### config.mk
export PLATFORM = sky130hd
export DESIGN_NAME = decode_stage_flat
export DESIGN_NICKNAME = d
export VERILOG_FILES = /design/src/rtl/decode_pkg.sv /design/src/rtl/decode_stage_if.sv /design/src/rtl/decode_stage_regfile.sv /design/src/rtl/decode_stage.sv /design/src/flat_wrapper.sv
export SDC_FILE = /design/constraint.sdc
export NUM_CORES = 2
export LEC_CHECK = 0
export BUFFER_PORTS_ARGS = -buffer_cell sky130_fd_sc_hd__buf_4
export CELL_PAD_IN_SITES_DETAIL_PLACEMENT = 0
export CELL_PAD_IN_SITES_GLOBAL_PLACEMENT = 1
export CORE_UTILIZATION = 56
export DETAILED_ROUTE_END_ITERATION = 10
export GPL_TIMING_DRIVEN = 0
export PLACE_DENSITY_LB_ADDON = 0.1
export SLEW_MARGIN = 25
export SYNTH_ARGS = -nofsm -noshare
export SYNTH_HDL_FRONTEND = slang
export SYNTH_SLANG_ARGS = --single-unit
### constraint.sdc
create_clock -name CLK -period 7.85 [get_ports CLK]
set_input_delay 1.9625 -clock CLK [delete_from_list [all_inputs] [get_ports CLK]]
set_output_delay 1.9625 -clock CLK [all_outputs]
set_load 0.005 [all_outputs]
### src/rtl/decode_pkg.sv
// Shared encodings for the RV32I decode stage: opcodes, ALU control codes,
// result-source codes, immediate formats and the immediate extender.
package decode_pkg;

    localparam logic [6:0] OP_LOAD   = 7'b0000011;
    localparam logic [6:0] OP_STORE  = 7'b0100011;
    localparam logic [6:0] OP_RTYPE  = 7'b0110011;
    localparam logic [6:0] OP_BRANCH = 7'b1100011;
    localparam logic [6:0] OP_IALU   = 7'b0010011;
    localparam logic [6:0] OP_JAL    = 7'b1101111;

    localparam logic [2:0] ALU_ADD = 3'b000;
    localparam logic [2:0] ALU_SUB = 3'b001;
    localparam logic [2:0] ALU_AND = 3'b010;
    localparam logic [2:0] ALU_OR  = 3'b011;
    localparam logic [2:0] ALU_SLT = 3'b101;

    localparam logic [1:0] RES_ALU = 2'b00;
    localparam logic [1:0] RES_MEM = 2'b01;
    localparam logic [1:0] RES_PC4 = 2'b10;

    typedef enum logic [1:0] {
        IMM_I = 2'b00,
        IMM_S = 2'b01,
        IMM_B = 2'b10,
        IMM_J = 2'b11
    } imm_src_e;

    typedef struct packed {
        logic       reg_write;
        logic [1:0] result_src;
        logic       mem_write;
        logic       jump;
        logic       branch;
        logic [2:0] alu_control;
        logic       alu_src;
    } ctrl_t;

    // Reassemble and sign-extend the scattered immediate bits of each format.
    function automatic logic [31:0] imm_extend(input logic [31:0] instr,
                                               input imm_src_e    src);
        logic [31:0] imm;
        case (src)
            IMM_I:   imm = {{20{instr[31]}}, instr[31:20]};
            IMM_S:   imm = {{20{instr[31]}}, instr[31:25], instr[11:7]};
            IMM_B:   imm = {{19{instr[31]}}, instr[31], instr[7],
                            instr[30:25], instr[11:8], 1'b0};
            IMM_J:   imm = {{11{instr[31]}}, instr[31], instr[19:12],
                            instr[20], instr[30:21], 1'b0};
            default: imm = '0;
        endcase
        return imm;
    endfunction

endpackage

### src/rtl/decode_stage_if.sv
// Bus between the decode stage and its neighbours: IF/ID inputs, writeback
// port, hazard-unit controls and the ID/EX register outputs.
interface decode_stage_if #(
    parameter int XLEN = 32
);
    logic [31:0]     InstrD;
    logic [XLEN-1:0] PCD;
    logic [XLEN-1:0] PCPlus4D;
    logic            RegWriteW;
    logic [4:0]      RdW;
    logic [XLEN-1:0] ResultW;
    logic            StallD;
    logic            FlushE;
    logic [4:0]      Rs1D;
    logic [4:0]      Rs2D;
    logic            RegWriteE;
    logic [1:0]      ResultSrcE;
    logic            MemWriteE;
    logic            JumpE;
    logic            BranchE;
    logic [2:0]      ALUControlE;
    logic            ALUSrcE;
    logic [XLEN-1:0] RD1E;
    logic [XLEN-1:0] RD2E;
    logic [XLEN-1:0] PCE;
    logic [XLEN-1:0] PCPlus4E;
    logic [XLEN-1:0] ImmExtE;
    logic [4:0]      Rs1E;
    logic [4:0]      Rs2E;
    logic [4:0]      RdE;

    modport master (
        output InstrD, PCD, PCPlus4D, RegWriteW, RdW, ResultW, StallD, FlushE,
        input  Rs1D, Rs2D, RegWriteE, ResultSrcE, MemWriteE, JumpE, BranchE,
               ALUControlE, ALUSrcE, RD1E, RD2E, PCE, PCPlus4E, ImmExtE,
               Rs1E, Rs2E, RdE
    );

    modport slave (
        input  InstrD, PCD, PCPlus4D, RegWriteW, RdW, ResultW, StallD, FlushE,
        output Rs1D, Rs2D, RegWriteE, ResultSrcE, MemWriteE, JumpE, BranchE,
               ALUControlE, ALUSrcE, RD1E, RD2E, PCE, PCPlus4E, ImmExtE,
               Rs1E, Rs2E, RdE
    );
endinterface

### src/rtl/decode_stage_regfile.sv
// Architectural register file: x0 hardwired to zero, one synchronous write
// port from writeback, two asynchronous read ports.
// Optional macro DECODE_WB_BYPASS_EN forwards a same-cycle writeback value to
// the read ports; without it a read during write returns the old contents.
module register_file #(
    parameter int XLEN  = 32,
    parameter int NREGS = 32
) (
    input  logic            CLK,
    input  logic            RESET,
    input  logic            we,
    input  logic [4:0]      waddr,
    input  logic [XLEN-1:0] wdata,
    input  logic [4:0]      raddr1,
    input  logic [4:0]      raddr2,
    output logic [XLEN-1:0] rdata1,
    output logic [XLEN-1:0] rdata2
);

    logic [XLEN-1:0] regs [NREGS];

    // Clear every register on reset, otherwise commit writeback (never x0).
    always_ff @(posedge CLK) begin
        if (!RESET) begin
            for (int i = 0; i < NREGS; i++) begin
                regs[i] <= '0;
            end
        end else if (we && (waddr != 5'd0)) begin
            regs[waddr] <= wdata;
        end
    end

    // Asynchronous reads; x0 forced to zero regardless of array contents.
    always_comb begin
        rdata1 = (raddr1 == 5'd0) ? '0 : regs[raddr1];
        rdata2 = (raddr2 == 5'd0) ? '0 : regs[raddr2];
`ifdef DECODE_WB_BYPASS_EN
        if (we && (waddr != 5'd0) && (waddr == raddr1)) begin
            rdata1 = wdata;
        end
        if (we && (waddr != 5'd0) && (waddr == raddr2)) begin
            rdata2 = wdata;
        end
`endif
    end

endmodule

### src/rtl/decode_stage.sv
// RV32I decode stage: control decode, ALU decode, immediate extension,
// register-file read and the ID/EX pipeline register.
// Optional macro DECODE_WB_BYPASS_EN (handled in register_file) enables the
// same-cycle writeback-to-read bypass.
module decode_stage
    import decode_pkg::*;
#(
    parameter int XLEN  = 32,
    parameter int NREGS = 32
) (
    input  logic         CLK,
    input  logic         RESET,
    decode_stage_if.slave bus
);

    typedef struct packed {
        ctrl_t           ctrl;
        logic [XLEN-1:0] rd1;
        logic [XLEN-1:0] rd2;
        logic [XLEN-1:0] pc;
        logic [XLEN-1:0] pc_plus4;
        logic [XLEN-1:0] imm;
        logic [4:0]      rs1;
        logic [4:0]      rs2;
        logic [4:0]      rd;
    } idex_t;

    logic [6:0]      opcode;
    logic [2:0]      funct3;
    logic            funct7b5;
    ctrl_t           ctrl_p0;
    imm_src_e        imm_src_p0;
    logic            imm_en_p0;
    logic            use_funct_p0;
    logic [2:0]      alu_funct_p0;
    logic [2:0]      alu_fixed_p0;
    logic [XLEN-1:0] rd1_p0;
    logic [XLEN-1:0] rd2_p0;
    idex_t           idex_p0;
    idex_t           idex_p1;

    assign opcode   = bus.InstrD[6:0];
    assign funct3   = bus.InstrD[14:12];
    assign funct7b5 = bus.InstrD[30];

    assign bus.Rs1D = bus.InstrD[19:15];
    assign bus.Rs2D = bus.InstrD[24:20];

    // ---- Stage p0: decode of the instruction held in IF/ID ----

    register_file #(
        .XLEN  (XLEN),
        .NREGS (NREGS)
    ) u_regfile (
        .CLK    (CLK),
        .RESET  (RESET),
        .we     (bus.RegWriteW),
        .waddr  (bus.RdW),
        .wdata  (bus.ResultW),
        .raddr1 (bus.InstrD[19:15]),
        .raddr2 (bus.InstrD[24:20]),
        .rdata1 (rd1_p0),
        .rdata2 (rd2_p0)
    );

    // Main decoder: per-opcode control bits; unknown opcodes become a NOP.
    always_comb begin
        ctrl_p0.reg_write  = 1'b0;
        ctrl_p0.result_src = RES_ALU;
        ctrl_p0.mem_write  = 1'b0;
        ctrl_p0.jump       = 1'b0;
        ctrl_p0.branch     = 1'b0;
        ctrl_p0.alu_src    = 1'b0;
        imm_src_p0         = IMM_I;
        imm_en_p0          = 1'b0;
        use_funct_p0       = 1'b0;
        alu_fixed_p0       = ALU_ADD;
        case (opcode)
            OP_LOAD: begin
                ctrl_p0.reg_write  = 1'b1;
                ctrl_p0.alu_src    = 1'b1;
                ctrl_p0.result_src = RES_MEM;
                imm_en_p0          = 1'b1;
            end
            OP_STORE: begin
                ctrl_p0.mem_write = 1'b1;
                ctrl_p0.alu_src   = 1'b1;
                imm_src_p0        = IMM_S;
                imm_en_p0         = 1'b1;
            end
            OP_RTYPE: begin
                ctrl_p0.reg_write = 1'b1;
                use_funct_p0      = 1'b1;
            end
            OP_BRANCH: begin
                ctrl_p0.branch = 1'b1;
                alu_fixed_p0   = ALU_SUB;
                imm_src_p0     = IMM_B;
                imm_en_p0      = 1'b1;
            end
            OP_IALU: begin
                ctrl_p0.reg_write = 1'b1;
                ctrl_p0.alu_src   = 1'b1;
                use_funct_p0      = 1'b1;
                imm_en_p0         = 1'b1;
            end
            OP_JAL: begin
                ctrl_p0.reg_write  = 1'b1;
                ctrl_p0.jump       = 1'b1;
                ctrl_p0.result_src = RES_PC4;
                imm_src_p0         = IMM_J;
                imm_en_p0          = 1'b1;
            end
            default: begin
                ctrl_p0.reg_write = 1'b0;
            end
        endcase
        ctrl_p0.alu_control = use_funct_p0 ? alu_funct_p0 : alu_fixed_p0;
    end

    // ALU decoder: funct7[5] only selects sub for R-type, since for I-ALU
    // that bit is part of the immediate.
    always_comb begin
        case (funct3)
            3'b000:  alu_funct_p0 = ((opcode == OP_RTYPE) && funct7b5) ? ALU_SUB : ALU_ADD;
            3'b010:  alu_funct_p0 = ALU_SLT;
            3'b110:  alu_funct_p0 = ALU_OR;
            3'b111:  alu_funct_p0 = ALU_AND;
            default: alu_funct_p0 = ALU_ADD;
        endcase
    end

    // Gather everything that crosses into ID/EX.
    always_comb begin
        idex_p0.ctrl     = ctrl_p0;
        idex_p0.rd1      = rd1_p0;
        idex_p0.rd2      = rd2_p0;
        idex_p0.pc       = bus.PCD;
        idex_p0.pc_plus4 = bus.PCPlus4D;
        idex_p0.imm      = imm_en_p0 ? imm_extend(bus.InstrD, imm_src_p0) : '0;
        idex_p0.rs1      = bus.InstrD[19:15];
        idex_p0.rs2      = bus.InstrD[24:20];
        idex_p0.rd       = bus.InstrD[11:7];
    end

    // ---- Stage p1: ID/EX register ----

    // Reset beats flush, flush beats stall; a flush leaves an all-zero bubble.
    always_ff @(posedge CLK) begin
        if (!RESET) begin
            idex_p1 <= '0;
        end else if (bus.FlushE) begin
            idex_p1 <= '0;
        end else if (!bus.StallD) begin
            idex_p1 <= idex_p0;
        end
    end

    assign bus.RegWriteE   = idex_p1.ctrl.reg_write;
    assign bus.ResultSrcE  = idex_p1.ctrl.result_src;
    assign bus.MemWriteE   = idex_p1.ctrl.mem_write;
    assign bus.JumpE       = idex_p1.ctrl.jump;
    assign bus.BranchE     = idex_p1.ctrl.branch;
    assign bus.ALUControlE = idex_p1.ctrl.alu_control;
    assign bus.ALUSrcE     = idex_p1.ctrl.alu_src;
    assign bus.RD1E        = idex_p1.rd1;
    assign bus.RD2E        = idex_p1.rd2;
    assign bus.PCE         = idex_p1.pc;
    assign bus.PCPlus4E    = idex_p1.pc_plus4;
    assign bus.ImmExtE     = idex_p1.imm;
    assign bus.Rs1E        = idex_p1.rs1;
    assign bus.Rs2E        = idex_p1.rs2;
    assign bus.RdE         = idex_p1.rd;

endmodule

### src/flat_wrapper.sv
// flat-port wrapper written by rule: the top's interface ports become plain ports
module decode_stage_flat import decode_pkg::*;
#(
    parameter int XLEN  = 32,
    parameter int NREGS = 32
)
  (CLK, RESET, bus_InstrD, bus_PCD, bus_PCPlus4D, bus_RegWriteW, bus_RdW, bus_ResultW, bus_StallD, bus_FlushE, bus_Rs1D, bus_Rs2D, bus_RegWriteE, bus_ResultSrcE, bus_MemWriteE, bus_JumpE, bus_BranchE, bus_ALUControlE, bus_ALUSrcE, bus_RD1E, bus_RD2E, bus_PCE, bus_PCPlus4E, bus_ImmExtE, bus_Rs1E, bus_Rs2E, bus_RdE);
  decode_stage_if #(.XLEN(XLEN)) bus_i ();
  input  logic CLK;
  input  logic RESET;
  input wire logic [$bits(bus_i.InstrD)-1:0] bus_InstrD;
  input wire logic [$bits(bus_i.PCD)-1:0] bus_PCD;
  input wire logic [$bits(bus_i.PCPlus4D)-1:0] bus_PCPlus4D;
  input wire logic [$bits(bus_i.RegWriteW)-1:0] bus_RegWriteW;
  input wire logic [$bits(bus_i.RdW)-1:0] bus_RdW;
  input wire logic [$bits(bus_i.ResultW)-1:0] bus_ResultW;
  input wire logic [$bits(bus_i.StallD)-1:0] bus_StallD;
  input wire logic [$bits(bus_i.FlushE)-1:0] bus_FlushE;
  output wire logic [$bits(bus_i.Rs1D)-1:0] bus_Rs1D;
  output wire logic [$bits(bus_i.Rs2D)-1:0] bus_Rs2D;
  output wire logic [$bits(bus_i.RegWriteE)-1:0] bus_RegWriteE;
  output wire logic [$bits(bus_i.ResultSrcE)-1:0] bus_ResultSrcE;
  output wire logic [$bits(bus_i.MemWriteE)-1:0] bus_MemWriteE;
  output wire logic [$bits(bus_i.JumpE)-1:0] bus_JumpE;
  output wire logic [$bits(bus_i.BranchE)-1:0] bus_BranchE;
  output wire logic [$bits(bus_i.ALUControlE)-1:0] bus_ALUControlE;
  output wire logic [$bits(bus_i.ALUSrcE)-1:0] bus_ALUSrcE;
  output wire logic [$bits(bus_i.RD1E)-1:0] bus_RD1E;
  output wire logic [$bits(bus_i.RD2E)-1:0] bus_RD2E;
  output wire logic [$bits(bus_i.PCE)-1:0] bus_PCE;
  output wire logic [$bits(bus_i.PCPlus4E)-1:0] bus_PCPlus4E;
  output wire logic [$bits(bus_i.ImmExtE)-1:0] bus_ImmExtE;
  output wire logic [$bits(bus_i.Rs1E)-1:0] bus_Rs1E;
  output wire logic [$bits(bus_i.Rs2E)-1:0] bus_Rs2E;
  output wire logic [$bits(bus_i.RdE)-1:0] bus_RdE;
  assign bus_i.InstrD = bus_InstrD;
  assign bus_i.PCD = bus_PCD;
  assign bus_i.PCPlus4D = bus_PCPlus4D;
  assign bus_i.RegWriteW = bus_RegWriteW;
  assign bus_i.RdW = bus_RdW;
  assign bus_i.ResultW = bus_ResultW;
  assign bus_i.StallD = bus_StallD;
  assign bus_i.FlushE = bus_FlushE;
  assign bus_Rs1D = bus_i.Rs1D;
  assign bus_Rs2D = bus_i.Rs2D;
  assign bus_RegWriteE = bus_i.RegWriteE;
  assign bus_ResultSrcE = bus_i.ResultSrcE;
  assign bus_MemWriteE = bus_i.MemWriteE;
  assign bus_JumpE = bus_i.JumpE;
  assign bus_BranchE = bus_i.BranchE;
  assign bus_ALUControlE = bus_i.ALUControlE;
  assign bus_ALUSrcE = bus_i.ALUSrcE;
  assign bus_RD1E = bus_i.RD1E;
  assign bus_RD2E = bus_i.RD2E;
  assign bus_PCE = bus_i.PCE;
  assign bus_PCPlus4E = bus_i.PCPlus4E;
  assign bus_ImmExtE = bus_i.ImmExtE;
  assign bus_Rs1E = bus_i.Rs1E;
  assign bus_Rs2E = bus_i.Rs2E;
  assign bus_RdE = bus_i.RdE;
  decode_stage #(.XLEN(XLEN), .NREGS(NREGS)) u_core (.CLK(CLK), .RESET(RESET), .bus(bus_i));
endmodule
Yosys cells after proc, flatten, opt, wreduce, memory -nomap -nowiden
Memory sizes are Yosys's and may differ from the RTL's. Index checks and enable logic that the tools add are counted.

Input port bits: 138. RAM bits: 1024. Memories: 1. Output and inout port bits: 195. Register bits: 185.

Bitwise operators: 1. Reduce and logical (&&, ||, !) cells: 13. Eq/ne operators: 12. Mux-type cells: 24.

Memories: u_core.u_regfile.regs (words 32, width 32, read ports 2, clocked after Yosys merged registers in 0, write ports 32, RTL line decode_stage_regfile.sv:20) `logic [XLEN-1:0] regs [NREGS];`.

Operators by type and width (count): 2-to-1 mux 32 bit (4); case mux 32 bit (4 select lines) (1); OR reduction 32 bit (1); equality test 7 x 6 -> 1 bit (second input constant) (2); equality test 7 bit (second input constant) (2); 2-to-1 mux 1 bit (14); case mux 3 bit (4 select lines) (1); zero test 5 bit (2); equality test 7 x 2 -> 1 bit (second input constant) (1); equality test 7 x 5 -> 1 bit (second input constant) (1); equality test 3 bit (second input constant) (2); case mux 2 bit (3 select lines) (1); 2-to-1 mux 5 bit (1); nonzero test 5 bit (1); OR reduction 5 bit (1); equality test 2 bit (second input constant) (2); case mux 2 bit (2 select lines) (1); OR reduction 2 bit (2); OR reduction 4 bit (1); equality test 3 x 2 -> 1 bit (second input constant) (1); zero test 3 bit (1); 2-to-1 mux 3 bit (1); OR reduction 3 bit (1); equality test 2 x 1 -> 1 bit (second input constant) (1); 3 further kinds (4).

Depth between registers and ports, before layout
Depth in word-level cells: 7. Mapped depth: 9. Gate-level depth less buffers: 5.

Modules after synthesis
A second synthesis with hierarchy kept.

Cell total of the unflattened synthesis: 4147. Area total of the unflattened synthesis: 60640.7 um^2.

Modules (own cells, without submodules): register_file (area each 54204.5 um^2, cells an instance 3509, sequential area each 30749.5 um^2, times used 1); decode_stage (area each 6436.2 um^2, cells an instance 638, sequential area each 3463.3 um^2, times used 1).

Worst setup path after synthesis
OpenSTA, ideal clock, no wires.

Path type: input -> register. Start: input RESET. End: memory u_core.u_regfile.regs[12][0], enable pin. Setup time: 466 ps. Setup slack: 2332 ps. Path buffers: 2. Arrival: 5052 ps. Cell stages on the path: 5. Required time: 7384 ps. Path through: buf_2 nand2_1 or3_1 clkbuf_1 o21ai_0.

RTL lines: from (decl) (RTL line flat_wrapper.sv:10) `input logic RESET;`; to (decl) (RTL line decode_stage_regfile.sv:20).

==> reports/summary.txt <==
Worst path slowest cell - nor2_1
max_cap viols - 0
Post-Syn Area - 60,600 um2
worst-margin pin slew - 1.22 ns
Buf/Inv on CP - 3
main flop type after synthesis - edfxtp_1
CTS buffer count - 133
DRC viols - 0
run status - finished clean
Post-Route WL - 216,000 um
first-pass GRT wire length - 297,000 um
syn_area_per_cell - 14.2 um2
initial core utilization - 56.5%
GRT Overall Usage - 39.5%
Layout Area Growth over Synthesis - 17.1%
EDFF count, synth - 1,024
ys async rst share - 0%
delay-heaviest family, CP - simple AND/OR/NAND/NOR gates
Final Wtd Congestion - 1.09
Fin. Hold Viols - 0
post-route ant nets - 0
Power Total - 15.5 mW
sequential area share after synthesis - 56.5%
clock slew at reported path FFs - 0.06 ns
pwr dens - 218 nW/um2
hold buffers post-CTS - 0
H-tree depth - 4
Synth Warn # - 0
CP Max Fanout - 10
Worst Setup Start Kind - input pin
largest net degree at the start of global routing - 20
DP Area - 66,700 um2
PnR worst setup slack - 3.45 ns
Die H - 331 um
Worst Hold Class - reg -> reg
# setup viols final - 0
register area - 34,200 um2
design area - 71,000 um2
CTS Buffer Depth - 3
met1 global-route usage - 50.4%
vias post-DR - 41,905
arrival time worst endpoint - 5.02 ns
Clock Sinks - 1,197
Core Area - 107,000 um2
GR Overflow Total - 0
root buf cell - clkbuf_16
Skew-Pair Late Insertion Delay - 0.77 ns
post-synthesis cell type count - 54
Max stage delay on crit path - 0.82 ns
Die Width - 331 um
met3 Track Usage GR - 9.10%
antenna violations before repair - 7
CTS tree - built
PortBufs - 325
Worst Skew - 0.0296 ns
CTS resizes - 0
DP Wirelength - 160,000 um
Initial DRC Count - 5,920
RSZ-0062 raised after global routing - false
crit path time final - 4.40 ns
Leak - 26.2 nW
die footprint - 110,000 um2
layout cell share with drive strength beyond 1 - 24.3%
Final Util - 66.2%
# Post-CTS Setup Buffers - 0
IO Pins - 333
crit path cell chain - buf_2 > nand2_1 > or3_1 > clkbuf_2 > nor2_1 > clkbuf_1 > and2_1
final worst-path cycle share - 56.0%
Max VDD drop - 0.000177 V
crit path capture type - flip-flop
CP Class - in -> reg
CP Data Required Time - 8.48 ns
area of the multi-input gates - 24,700 um2
Filler Cell Count - 7,887
Final Max Slew Viols - 0
Slew HR - 18.4%
fmax - 227 MHz
synthesized netlist cell count - 4,255
vias per std cell - 6.63
Layout Nets - 4,943
pre-CTS setup slack - 2.87 ns
routed len/inst - 34.2 um
met2 Usage GRT - 58.6%
grt peak-use layer - met2
vias in the first global route - 40,662
Yosys reg bits - 1,197
num rows - 120
Pre-antenna DRT Iters - 8
cells in the final DEF, fill, tap and decap left out, drive strengths merged, types with 5 or more instances in the layout:
cell         n
edfxtp    1024
and2       996
buf        565
clkbuf     458
mux2i      437
mux4       384
a22oi      205
dfxtp      173
nor2       134
nand2      108
a211o       64
o2111ai     64
a21oi       52
clkinv      46
o21ai       35
conb        32
nor2b       28
a211oi      25
bufinv       9
a21o         9
a22o         8
diode        5
nand3        5
nor3         5
mux2         5
clkinvlp     5
inv          5
state kept, by name (all words and copies together), names as in the netlist, 2 cells and up:
signal and count:
u_core.bus.Rs1E 5, u_core.bus.RdE 5, u_core.bus.Rs2E 5, u_core.bus.RD2E 32
u_core.bus.RD1E 32, u_core.u_regfile.regs 1024, u_core.bus.PCPlus4E 32, u_core.bus.ImmExtE 21
u_core.bus.ResultSrcE 2, u_core.bus.PCE 32, u_core.bus.ALUControlE 3
worst reg2reg max path: cells and delay by family (launching register included):
family | cells | cell delay [ns]
flip-flops | 1 | 0.42
AND/OR/NAND/NOR | 1 | 0.15
multiplexers | 1 | 0.46
AO/OA/AOI/OAI | 3 | 0.97
worst paths after layout:
kind / slack, ns / endpoint / cells after the start / startpoint
max: 3.45 / u_core.u_regfile.regs[4][4] / 7 / RESET
min: 0.47 / u_core.bus.ALUSrcE / 2 / u_core.bus.ALUSrcE
max reg2reg: 5.71 / u_core.bus.RD1E[18] / 5 / u_core.u_regfile.regs[8][18]
min reg2reg: 0.47 / u_core.bus.ALUSrcE / 2 / u_core.bus.ALUSrcE
cells in the mapped netlist (all sizes together), types with 2 or more instances:
library cell	n	area, um2
a211oi	25	188
nor4	2	18.8
mux2	5	56.3
o311ai	2	25.0
nand4b	2	17.5
nand3	5	25.0
mux4	384	8650
nand2	108	405
nand3b	3	22.5
nand4	3	18.8
a22oi	205	1590
o2111ai	64	561
nor4b	2	30.0
edfxtp	1024	30700
clkbuf	278	1040
a21oi	52	272
o21ai	35	175
or3	3	18.8
nand2b	2	12.5
dfxtp	173	3460
or3b	2	17.5
nor2b	28	175
a21o	9	68.8
mux2i	437	4370
buf	182	1100
nor2	134	544
inv	4	15.0
a211o	64	561
nor3	5	30.0
a22o	8	70.1
and2	996	6230
power breakdown:
group	total, mW	switching [mW]	internal (mW)
logic	1.83	1.09	0.739
registers	7.43	0.199	7.23
clock network	6.24	2.60	3.64
kinds of logic (layout without fill, tap and decap cells):
group	Yosys count	in the layout	synth area share (%)
AND/OR/NAND/NOR	1297	1297	12.5
flip-flops	1197	1197	56.5
multiplexers	826	826	21.6
AO/OA/AOI/OAI	468	468	5.84
buffers and inverters	465	1088	3.56
other	1	37	0.00619
XOR/XNOR	1	1	0.0145
metrics by stage:
stage | TNS (ns) | instances | hold slack (ns)
after global routing | 0 | 6313 | 0.498
final | 0 | 6317 | 0.467
after detailed placement | 0 | 6073 | 0.460
after CTS | 0 | 6312 | 0.469
after floorplan | 0 | 4286 | 0.453
after global placement | -509.46 | 6014 | 0.447
per-layer routing:
| layer | routed length [um] | part of all wire [%] |
|---|---|---|
| met5 | 44 | 0.020 |
| met4 | 19800 | 9.2 |
| met3 | 24300 | 11 |
| met1 | 77400 | 36 |
| met2 | 94700 | 44 |
final cells by class:
class | count | share of cell area, %
diodes | 5 | 0.0176
plain buffers | 460 | 3.04
clock buffers | 179 | 5.29
clock inverters | 60 | 0.712
inverters | 5 | 0.0264
multi-input cells | 2624 | 34.8
flip-flops and latches | 1197 | 48.2
well taps | 1403 | 2.47
repair buffers | 384 | 5.43
(Power assumes the default switching activity.)
